`src/rtl/prog_loader.sv`:
```
// Program loader: streams instruction words into processor RAM, then
// enables the processor for a bounded run window sized by program length.
module prog_loader #(
    parameter int unsigned DRAIN = 4
) (
    input  logic        clock,
    input  logic        reset_n,
    input  logic        go,
    input  logic        in_valid,
    input  logic [31:0] in_data,
    input  logic        in_last,
    output logic        in_ready,
    output logic [8:0]  addr,
    output logic        wr,
    output logic [31:0] wdata,
    output logic        working,
    output logic [9:0]  count,
    output logic        done,
    output logic        err
);

    localparam int RW = 16;

    typedef enum logic [2:0] {
        IDLE,
        LOAD,
        GAP,
        RUN,
        DONE,
        ERR
    } state_e;

    state_e        state_q, state_d;
    logic [8:0]    ptr_q, ptr_d;
    logic [9:0]    count_q, count_d;
    logic          wr_q, wr_d;
    logic [8:0]    addr_q, addr_d;
    logic [31:0]   wdata_q, wdata_d;
    logic          gap_q, gap_d;
    logic [RW-1:0] run_q, run_d;
    logic          done_q, done_d;
    logic          err_q, err_d;
    logic [RW-1:0] run_last;

    // Run window spans count+DRAIN cycles; wide enough not to wrap at 512.
    assign run_last = RW'(count_q) + RW'(DRAIN) - RW'(1);

    always_comb begin
        state_d = state_q;
        ptr_d   = ptr_q;
        count_d = count_q;
        wr_d    = 1'b0;
        addr_d  = 9'd0;
        wdata_d = 32'd0;
        gap_d   = gap_q;
        run_d   = run_q;
        done_d  = done_q;
        err_d   = err_q;
        unique case (state_q)
            IDLE, DONE, ERR: begin
                if (go) begin
                    state_d = LOAD;
                    ptr_d   = 9'd0;
                    count_d = 10'd0;
                    done_d  = 1'b0;
                    err_d   = 1'b0;
                end
            end
            LOAD: begin
                if (in_valid) begin
                    wr_d    = 1'b1;
                    addr_d  = ptr_q;
                    wdata_d = in_data;
                    ptr_d   = ptr_q + 9'd1;
                    count_d = count_q + 10'd1;
                    if (in_last) begin
                        state_d = GAP;
                        gap_d   = 1'b0;
                    end else if (ptr_q == 9'd511) begin
                        state_d = ERR;
                        err_d   = 1'b1;
                    end
                end
            end
            // First GAP cycle overlaps the final write; second is the quiet one.
            GAP: begin
                if (gap_q) begin
                    state_d = RUN;
                    run_d   = '0;
                end else begin
                    gap_d = 1'b1;
                end
            end
            RUN: begin
                if (run_q == run_last) begin
                    state_d = DONE;
                    done_d  = 1'b1;
                end else begin
                    run_d = run_q + RW'(1);
                end
            end
            default: begin
                state_d = IDLE;
            end
        endcase
    end

    always_ff @(posedge clock) begin
        if (!reset_n) begin
            state_q <= IDLE;
            ptr_q   <= 9'd0;
            count_q <= 10'd0;
            wr_q    <= 1'b0;
            addr_q  <= 9'd0;
            wdata_q <= 32'd0;
            gap_q   <= 1'b0;
            run_q   <= '0;
            done_q  <= 1'b0;
            err_q   <= 1'b0;
        end else begin
            state_q <= state_d;
            ptr_q   <= ptr_d;
            count_q <= count_d;
            wr_q    <= wr_d;
            addr_q  <= addr_d;
            wdata_q <= wdata_d;
            gap_q   <= gap_d;
            run_q   <= run_d;
            done_q  <= done_d;
            err_q   <= err_d;
        end
    end

    assign in_ready = (state_q == LOAD);
    assign working  = (state_q == RUN);
    assign addr     = addr_q;
    assign wr       = wr_q;
    assign wdata    = wdata_q;
    assign count    = count_q;
    assign done     = done_q;
    assign err      = err_q;

endmodule

```
`config.mk`:
```
export PLATFORM = sky130hd
export DESIGN_NAME = prog_loader
export DESIGN_NICKNAME = d
export VERILOG_FILES = /design/src/rtl/prog_loader.sv
export SDC_FILE = /design/constraint.sdc
export NUM_CORES = 1
export LEC_CHECK = 0
export CELL_PAD_IN_SITES_DETAIL_PLACEMENT = 2
export CELL_PAD_IN_SITES_GLOBAL_PLACEMENT = 2
export CORE_UTILIZATION = 28
export DETAILED_ROUTE_END_ITERATION = 6
export PLACE_DENSITY_LB_ADDON = 0.1
export SYNTH_ARGS = -nofsm -noshare
export SYNTH_HDL_FRONTEND = slang
export SYNTH_SLANG_ARGS = --single-unit
```
`constraint.sdc`:
```
create_clock -name clock -period 2.8 [get_ports clock]
set_input_delay 0.28 -clock clock [delete_from_list [all_inputs] [get_ports clock]]
set_output_delay 0.28 -clock clock [all_outputs]
set_load 0.1 [all_outputs]
```
**Word level (Yosys, flattened, before mapping)**

Cells that the tools add are included.

- Logic and storage cells: 72
- Bits in registers: 83

- Reductions and logical operators: 14
- Muxes and demuxes: 27
- Eq/ne operators: 16
- $add $sub $neg: 5

Operators by type and width:

| cell | number |
|---|---|
| $mux W16 | 2 |
| $pmux W16 S2 | 1 |
| $mux W10 | 2 |
| $pmux W10 S2 | 1 |
| $mux W3 | 6 |
| $mux W9 | 2 |
| $pmux W9 S2 | 1 |
| $add A16 B1 Y16 const B | 1 |
| $eq A16 B16 Y1 | 1 |
| $reduce_and A3 Y1 | 5 |
| $ne A2 B2 Y1 const B | 6 |
| $pmux W3 S4 | 1 |
| $sub A11 B1 Y12 const B | 1 |
| $add A10 B3 Y11 const B | 1 |
| $add A10 B1 Y10 const B | 1 |
| $reduce_and A5 Y1 | 2 |
| $add A9 B1 Y9 const B | 1 |
| $eq A9 B9 Y1 const B | 1 |
| $mux W1 | 8 |
| $reduce_bool A2 Y1 | 4 |
| $eq A3 B2 Y1 const B | 2 |
| $eq A3 B3 Y1 const B | 2 |
| $pmux W1 S2 | 3 |
| $ne A2 B1 Y1 const B | 2 |
| other kinds (5) | 5 |

**Logic depth before layout (Yosys ltp)**

- Depth in word-level cells: 5
- Mapped depth: 10
- Mapped depth without buffers: 9

**Worst setup path after synthesis**

Ideal clock, no wire load.

- Kind: reg-to-reg
- From: register state_q[1]
- To: register addr_q[0] (netlist: addr[0])
- Arrival time: 2.746 ns
- Clock period less this slack: 2.805 ns
- Setup slack: -0.005 ns
- Required time: 2.741 ns
- Cell stages (with the launch flop): 7
- Cells stage by stage: dfxtp_1 -> clkbuf_1 -> nor3_2 -> nand2_1 -> nor2_1 -> clkbuf_1 -> and2_1

- Longest elaborated chain between the ends: 2

RTL lines:

| element | line | source |
|---|---|---|
| start, declared | 33 | `state_e state_q, state_d;` |
| start signal, assigned | 121 | `state_q <= state_d;` |
| $eq A3 B1 Y1 | - |  |
| named net in_ready | 12 | `output logic in_ready,` |
| $reduce_and A3 Y1 (no source line) | - |  |
| end signal, assigned | 125 | `addr_q <= addr_d;` |
| end, declared | 37 | `logic [8:0] addr_q, addr_d;` |

The timed path passes the listed nets, and every way through them passes these cells.
A chain may end at the register's enable or synchronous reset.

**Worst setup path after layout**

- From: register count_q[0] (netlist: count[0])
- To: register run_q[4]

- Longest elaborated chain between the ends: 5

RTL lines:

| element | line | source |
|---|---|---|
| start, declared | 35 | `logic [9:0] count_q, count_d;` |
| start signal, assigned | 123 | `count_q <= count_d;` |
| $add A10 B3 Y11 | 46 | `assign run_last = RW'(count_q) + RW'(DRAIN) - RW'(1);` |
| $sub A11 B1 Y12 | 46 |  |
| $eq A16 B16 Y1 | 95 | `if (run_q == run_last) begin` |
| $ne A2 B2 Y1 (no source line) | - |  |
| $reduce_and A3 Y1 (no source line) | - |  |
| end signal, assigned | 128 | `run_q <= run_d;` |
| end, declared | 40 | `logic [RW-1:0] run_q, run_d;` |

Every way passes these cells.

==> impl_metrics.yaml <==
timing:
  fmax_mhz: 432.1
  slew-limit-headroom_pct: 53.09
  timing.final.crit_share_pct: 82.65
  finClkSkew_ns: 0.004812
  tightest_slew_ns: 0.7026
  hold_viol: 0
  finalSetupViolations: 0
  final_max_slew_viol_count: 0
  final.min_clock_period_ns: 2.314
  rsz0062_at_grt: "false"
  finalSetupTns_ns: 0
layout:
  fill_cells: 1378
  diodes: 0
  layout_commonest_cell: "dfxtp_1"
  nets: 530
  instances_no_fill: 661
  area_growth_syn_to_layout_pct: 38.11
  final_cell_mix: "dfxtp_1 (83), buf_4 (65), and2_1 (42), clkdlybuf4s50_1 (36), nor2_1 (35)"
  drive_gt1_share_pct: 19.47
setup_path:
  critPathMaxFanout: 8
  startpoint_type: "register"
  worst_path_max_delay_cell: "dfxtp_1"
  r2r_end: "run_q[4]"
  arrival_ns: 2.57
  worst-setup-path-type: "register to register"
  regToRegSetupSlack_ns: 0.49
  cp_cell_sequence: "inv_1 -> ha_1 -> nand3b_1 -> a31oi_1 -> o21ai_0 -> a21oi_2 -> o2111ai_2 -> a21bo_2 -> o311ai_2"
  reg2reg_from: "count[0]"
  reg2reg_depth: 9
  worst_ep_required_time_ns: 3.06
  end_kind: "register"
  max_stage_delay_ns: 0.47
grt:
  met3_usage_pct: 3.773
  met2_usage_pct: 30.00
  track_usage_pct: 17.28
  grt_pass1_vias: 3421
  grt-busiest-layer: "met2"
  grt_max_degree: 43
  antenna_found_initial: 0
  overflow: 0
  globalRouteMet1Util_pct: 20.38
  grt_pass1_wl_mm: 17.25
synthesis:
  async_reset_ff_share_pct: 0
  synth-edff-count: 0
  synthesis.nets: 437
  yosysTopAreaCellShare_pct: 47.43
  syn_inst: 395
  synth.area.top_cells: "dfxtp_1 (47%), and2_1 (7.5%), xor2_1 (4.0%)"
  ys_seq_area_share_pct: 47.43
  synth_area_sq_mm: 0.003503
  yosysTopAreaCell: "dfxtp_1"
  synth_cell_types: 53
  yosysWarnings: 0
  syn_area_per_cell_sq_um: 8.869
  ys.flop_type: "dfxtp_1"
  synth_seq_cells: 83
routing:
  drt-initial-drc-count: 123
  routedWlPerCell_microns: 15.96
  ant_nets: 0
  drc_errors: 0
  wl_mm: 10.55
  vias: 3169
  firstDrtPassIters: 4
  vias_per_cell: 4.794
clock_tree:
  cts_made_buffers: 9
  insertion_delay_ns: 0.35
  clockBufferDepth: 2
  clk_pin_slew_ns: 0.07
  cts.sink_count: 83
  htree_levels: 3
  tritoncts: "built"
  cts_hold_buf: 0
  cts-resized-gates: 0
  post_cts_buffers: 0
  cts-root-buf: "clkbuf_16"
die:
  die_area_sq_mm: 0.01296
  io_pins: 93
  core_sq_mm: 0.01211
  rows: 40
  fp.dieW_microns: 113.9
  die_h_microns: 113.9
  start_util_pct: 28.93
place:
  hpwl_mm: 7.564
  place_congestion: 0.7357
  dp_cells: 645
  io_buffers: 92
pwr:
  power-per-cell-area_mw_per_mm2: 780.3
  peakVddDrop_mv: 0.2935
  p_leak_uw: 0.001954
outcome:
  outcome: "completed"
min_path:
  worstHoldStart: "in_data[20]"
  min_delay_worst_endpoint: "wdata[20]"
  hp-class: "input port to register"
  hold_depth: 2
flow_run:
  cap_violations: 0
==> cell families after synthesis <==
group / Yosys count / share of synthesized area (%)
compound gates: 57 / 10.57
xor+xnor: 29 / 7.250
fa+ha+maj: 5 / 1.786
buf+inv: 31 / 3.607
flops: 83 / 47.43
mux: 3 / 0.9642
simple gates: 187 / 28.39
==> worst max-delay path by stage <==
stage                     startpoint  endpoint  slack [ns]  cells past startpoint
after floorplan             count[0]  run_q[4]        0.04                      8
after global placement      count[0]  run_q[4]        0.58                      8
after detailed placement    count[0]  run_q[4]        0.49                      8
after CTS                   count[0]  run_q[4]        0.45                      8
after global routing        count[0]  run_q[4]        0.29                      8
final                       count[0]  run_q[4]        0.49                      9
==> Yosys cell counts (4+ instances only) <==
master / n
a21oi_1: 15
a31oi_1: 6
and2_1: 42
and3_1: 9
buf_2: 4
clkbuf_1: 14
dfxtp_1: 83
ha_1: 5
inv_1: 10
nand2_1: 33
nand3_1: 19
nand4_1: 10
nor2_1: 36
nor3_1: 17
o21ai_0: 16
xnor2_1: 13
xor2_1: 16
==> per-stage QoR <==
step | area, sq um | total power, uW | hold WS (ns) | util (%) | setup WS, ns
2_1_floorplan | 3510 | 2162 | 0.4017 | - | 0.04312
3_3_place_gp | 4506 | 2457 | 0.4641 | 37.20 | 0.5757
3_5_place_dp | 4506 | 2474 | 0.4754 | 37.20 | 0.4868
4_1_cts | 4838 | 3837 | 0.4750 | 39.95 | 0.4510
5_1_grt | 4838 | 3965 | 0.4877 | 39.95 | 0.2916
6_report | 4838 | 3775 | 0.4879 | 39.95 | 0.4858
==> state kept, by name (all words and copies together), names as in the netlist <==
register / flops
addr: 9
count: 10
done: 1
err: 1
gap_q: 1
ptr_q: 9
run_q: 16
state_q: 3
wdata: 32
wr: 1
==> cell type report <==
cell class | count | area, sq um | share of cell area (%)
inverter | 11 | 41.29 | 0.8534
multi-input combinational | 281 | 1724 | 35.63
clock buffer | 10 | 239.0 | 4.939
sequential | 83 | 1662 | 34.34
clock inverter | 6 | 93.84 | 1.939
tap | 168 | 210.2 | 4.344
timing repair buffer | 102 | 868.3 | 17.95
==> routing by layer <==
layer | part of all wire [%] | vias to the layer above
met4 | 1.9 | 0
li1 | - | 1535
met3 | 3.8 | 14
met2 | 50 | 63
met5 | 0 | -
met1 | 44 | 1557
==> power breakdown <==
part	internal, uW	leakage [uW]	switching [uW]
Combinational	295	0.00112	790
Clock	815	0.000160	525
Sequential	1260	0.000671	92.7
Total	2370	0.00195	1410
==> worst max-delay path, delay by kind of cell, from the launching register on <==
| family | cells | cell delay [ns] |
|---|---|---|
| AO/OA/AOI/OAI | 6 | 1.19 |
| adder cells (fa/ha/maj) | 1 | 0.25 |
| buffers and inverters | 1 | 0.12 |
| flip-flops | 1 | 0.47 |
| AND/OR/NAND/NOR | 1 | 0.20 |
Power figures use the tool's default switching activity.
==> edit 1, RTL diff (same settings) <==
Encoding of `state_e`: now one-hot (6 bits for 6 states).
--- a/src/rtl/prog_loader.sv
+++ b/src/rtl/prog_loader.sv
@@ -22,11 +22,11 @@
     localparam int RW = 16;
 
-    typedef enum logic [2:0] {
-        IDLE,
-        LOAD,
-        GAP,
-        RUN,
-        DONE,
-        ERR
+    typedef enum logic [5:0] {
+        IDLE = 6'b000001,
+        LOAD = 6'b000010,
+        GAP  = 6'b000100,
+        RUN  = 6'b001000,
+        DONE = 6'b010000,
+        ERR  = 6'b100000
     } state_e;
 
Formal check against the unedited RTL: no difference found for any inputs over 10 cycles, from zero or initial values and one cycle with reset_n low; not proved beyond that.
==> edit 1 against the original RTL <==
Non-clock buffer count decreased by 3. Synthesized area rose by 2.0%. Cell area up 0.72%. Maximum frequency decreased by 12%. Hold slack improved by 0.018 ns. Global-route usage is 0.19 points lower. Die area rose by 2.0%. Sequential cell count is 3 higher. Routed wire length rose by 0.69%. Cell count shrank 2.3%. Setup slack worse by 0.32 ns.
Power is not compared: it rests on default switching activity, and its combinational part moved more than twofold at a synthesized area within 25%.
==> edit 1: results (changes against the original RTL) <==
hold_ws=0.506 ns (was 0.488 ns); post-synthesis mux area share=0% (was 0.964%); post-synthesis sequential area ratio=48.2% (was 47.4%); Synth top cells by count=dfxtp_1, and3_1, nand2_1, nor2_1, xnor2_1 (was dfxtp_1, and2_1, nor2_1, nand2_1, nand3_1); worst hold-check path type=reg2reg (was in2reg); synthesized area per cell=9.33 sq um (was 8.87 sq um); vias per cell=4.88 (was 4.79); hold path startpoint=err (was in_data[20]); GPL Wtd Cong=0.757 (was 0.736); post-DP HPWL=7.74 mm (was 7.56 mm); slowest stage delay, CP=0.63 ns (was 0.47 ns); status=finished, final reports clean (unchanged); Hold EP=err (was wdata[20]); reg2reg end=run_q[15] (was run_q[4]); cell count of the worst reg-to-reg path=10 (was 9); gr usage total=17.1% (was 17.3%); Arr. time, crit path=2.91 ns (was 2.57 ns); final period utilization=94.2% (was 82.6%); pin count of the biggest net entering global routing=46 (was 43); Synth Net Count=425 (was 437); Synth Area in Adders=1.75% (was 1.79%); crit-path max FO=20 (was 8); vias in the first global route=3404 (was 3421); Worst Skew=0.00748 ns (was 0.00481 ns); CTS buffer count=9 (unchanged); post-placement cell count=630 (was 645); share of cells above drive strength 1=24.1% (was 19.5%); Setup WS pre-CTS=0.106 ns (was 0.487 ns); compound-gate portion of the synthesized area=11.5% (was 10.6%); post-synthesis xor/xnor area fraction=7.35% (was 7.25%); fillers=1406 (was 1378); slew margin rel.=54.4% (was 53.1%); wire length per cell=16.4 microns (was 16.0 microns); Worst Hold Depth=2 (unchanged)
-- edit 1: changes by cell type after synthesis, moves of 6 or more --
cell,unedited run,this run
nand3_1,19,12
o31ai_1,0,6
or3_1,0,6
and2_1,42,6
nor2_1,36,28
nor3_1,17,9
and3_1,9,45
-- edit 1: kinds of logic (layout without fill, tap and decap cells) --
group / after synthesis / count (layout)
AOI/OAI and AO/OA: 62 / 62
adders and majority gates: 5 / 5
buffers and inverters: 26 / 121
and+or+nand+nor: 174 / 174
DFF: 86 / 86
xor gates and xnor gates: 30 / 30
-- edit 1: critical path: cells and delay by family, from the launching register on --
family / cells / cell delay (ns)
AO/OA/AOI/OAI: 4 / 0.63
AND/OR/NAND/NOR: 3 / 1.11
flip-flops: 1 / 0.39
buffers and inverters: 2 / 0.23
adder cells (fa/ha/maj): 1 / 0.20
-- edit 1: power breakdown --
part	internal, W	total (W)	switching, W
Sequential	0.00123	0.00124	0.0000102
Clock	0.000750	0.00126	0.000506
Combinational	0.0000910	0.000236	0.000145
Total	0.00207	0.00274	0.000661
-- edit 1: repair_timing --
action,in CTS,in global routing
hold endpoints to repair,0,0
setup endpoints to repair,0,2
gates resized for setup,0,4
-- edit 1: through the flow --
| step | TNS, ns | area [sq um] |
|---|---|---|
| after floorplan | 0 | 3590 |
| after global placement | 0 | 4530 |
| after detailed placement | 0 | 4530 |
| after CTS | 0 | 4840 |
| after global routing | -0.00421 | 4870 |
| final | 0 | 4870 |
-- edit 1: how the worst max path moves through the flow --
stage | cells past startpoint | start | to
after floorplan | 10 | count[3] | run_q[0]
after global placement | 10 | count[0] | run_q[15]
after detailed placement | 8 | run_q[8] | run_q[15]
after CTS | 8 | run_q[8] | run_q[15]
after global routing | 10 | count[0] | run_q[0]
final | 10 | count[0] | run_q[15]
-- edit 1: cell type report --
cell class / count / share of cell area (%)
inverters: 6 / 0.462
clock buffers: 12 / 5.29
well taps: 168 / 4.31
clock inverters: 4 / 1.08
multi-input cells: 271 / 35.8
repair buffers: 99 / 17.4
flip-flops and latches: 86 / 35.7
-- edit 1: layer usage --
metal | GRT usage [%] | wire [microns] | vias to the layer above
li1 | - | - | 1535
met5 | 0 | 0 | -
met2 | 28.6 | 5290 | 47
met4 | 7.27 | 182 | 0
met1 | 21.6 | 4880 | 1556
met3 | 3.06 | 269 | 12
==> edit 2, RTL diff (config.mk and constraints unchanged) <==
Made on the original files. The localparam `RW` goes from 16 to 8.
--- a/src/rtl/prog_loader.sv
+++ b/src/rtl/prog_loader.sv
@@ -20,5 +20,5 @@
 );
 
-    localparam int RW = 16;
+    localparam int RW = 8;
 
     typedef enum logic [2:0] {
Check against the original RTL: no difference found for any inputs over 10 cycles, from zero or initial values and one cycle with reset_n low; that may be too few to reach the edited logic, so the function may still have changed.
==> edit 2 against the original RTL <==
First-iteration DRC count shrank 57%. Setup slack worse by 0.12 ns. Cell count is 18% lower. Sequential cell count down 8. Die area fell by 15%. Synthesized cell count shrank 22%. Cell area decreased by 14%. Synthesized area down 15%. Maximum frequency down 5.0%. Hold slack gained 0.0024 ns. Power decreased by 20%. Core utilization is 0.37 points higher. Routed wire length shrank 24%.
==> edit 2: results (changes against the original RTL) <==
post-DP HPWL=6.04 mm (was 7.56 mm); compound-gate portion of the synthesized area=11.5% (was 10.6%); vias in the first global route=2706 (was 3421); clock-pin slew on the worst setup and hold paths=0.08 ns; Synth Net Count=349 (was 437); DR pass1 iterations=2 (was 4); first-pass GRT wire length=13.6 mm (was 17.3 mm); GPL Wtd Cong=0.741 (was 0.736); status=finished, final reports clean (unchanged); Arr. time, crit path=2.67 ns (was 2.57 ns); Worst Skew=0.00777 ns (was 0.00481 ns); Synth top cells by count=dfxtp_1, and2_1, nor2_1, nand2_1, xor2_1 (was dfxtp_1, and2_1, nor2_1, nand2_1, nand3_1); share of cells above drive strength 1=24.0% (was 19.5%); met2 routed WL=3.92 mm (was 5.30 mm); NumNets Final=446 (was 530); clk root buf=clkbuf_8 (was clkbuf_16); Synth Area in Adders=2.11% (was 1.79%); leakage=1.75 nW (was 1.95 nW); DRT iter0 DRCs=53 (was 123); synth top area cells=dfxtp_1, and2_1, xor2_1, nor2_1, nand3_1 (was dfxtp_1, and2_1, xor2_1, nor2_1, nand2_1); slew margin rel.=63.7% (was 53.1%); M1 WL=3.65 mm (was 4.65 mm); Worst path slowest cell=or4_1 (was dfxtp_1); Setup WS pre-CTS=0.383 ns (was 0.487 ns); Antenna Cells=0 (unchanged); synth unique cells=47 (was 53); port bufs=92 (unchanged); gr usage total=15.6% (was 17.3%); Crit path max-delay family=simple AND/OR/NAND/NOR gates (was compound AO/OA/AOI/OAI gates); Yosys top cell area share=50.7% (was 47.4%); post-synthesis mux area share=0.380% (was 0.964%); vias per cell=4.68 (was 4.79); drt total wl=8.07 mm (was 10.5 mm)
==> edit 2: layout make-up <==
| type | instances | area (sq um) |
|---|---|---|
| Fill cell | 1156 | 6130 |
| Sequential cell | 75 | 1500 |
| Clock inverter | 6 | 113 |
| Tap cell | 136 | 170 |
| Timing Repair Buffer | 99 | 833 |
| Multi-Input combinational cell | 210 | 1370 |
| Inverter | 9 | 33.8 |
| Clock buffer | 9 | 124 |
==> edit 2: routing by layer <==
| metal | vias up | global-route usage (%) |
|---|---|---|
| li1 | 1240 | - |
| met1 | 1238 | 18.6 |
| met2 | 60 | 26.4 |
| met3 | 8 | 4.80 |
| met4 | 0 | 5.43 |
| met5 | - | 0 |
==> edit 2: where the power goes <==
part | switching [W] | total (W) | internal (W) | leakage (nW)
Sequential | 0.0000614 | 0.00119 | 0.00113 | 0.607
Combinational | 0.000599 | 0.000829 | 0.000230 | 1.02
Clock | 0.000416 | 0.00101 | 0.000591 | 0.120
Total | 0.00108 | 0.00303 | 0.00195 | 1.75
==> edit 2: per-stage QoR <==
| stage | power [W] | hold WS [ns] | cell area [sq um] | std cells | util (%) |
|---|---|---|---|---|---|
| after floorplan | 0.00181 | 0.402 | 2970 | 307 | - |
| after detailed placement | 0.00205 | 0.483 | 3910 | 529 | 38.0 |
| after global placement | 0.00204 | 0.495 | 3910 | 529 | 38.0 |
| after global routing | 0.00318 | 0.469 | 4140 | 544 | 40.3 |
| final | 0.00303 | 0.490 | 4140 | 544 | 40.3 |
| after CTS | 0.00308 | 0.467 | 4140 | 544 | 40.3 |
==> edit 2: worst paths after layout <==
path / start / end / slack [ns] / depth (start not counted)
min reg2reg: done / done / 0.49 / 1
max: count[0] / run_q[7] / 0.36 / 8
min: in_data[13] / wdata[13] / 0.49 / 2
max reg2reg: count[0] / run_q[7] / 0.36 / 8
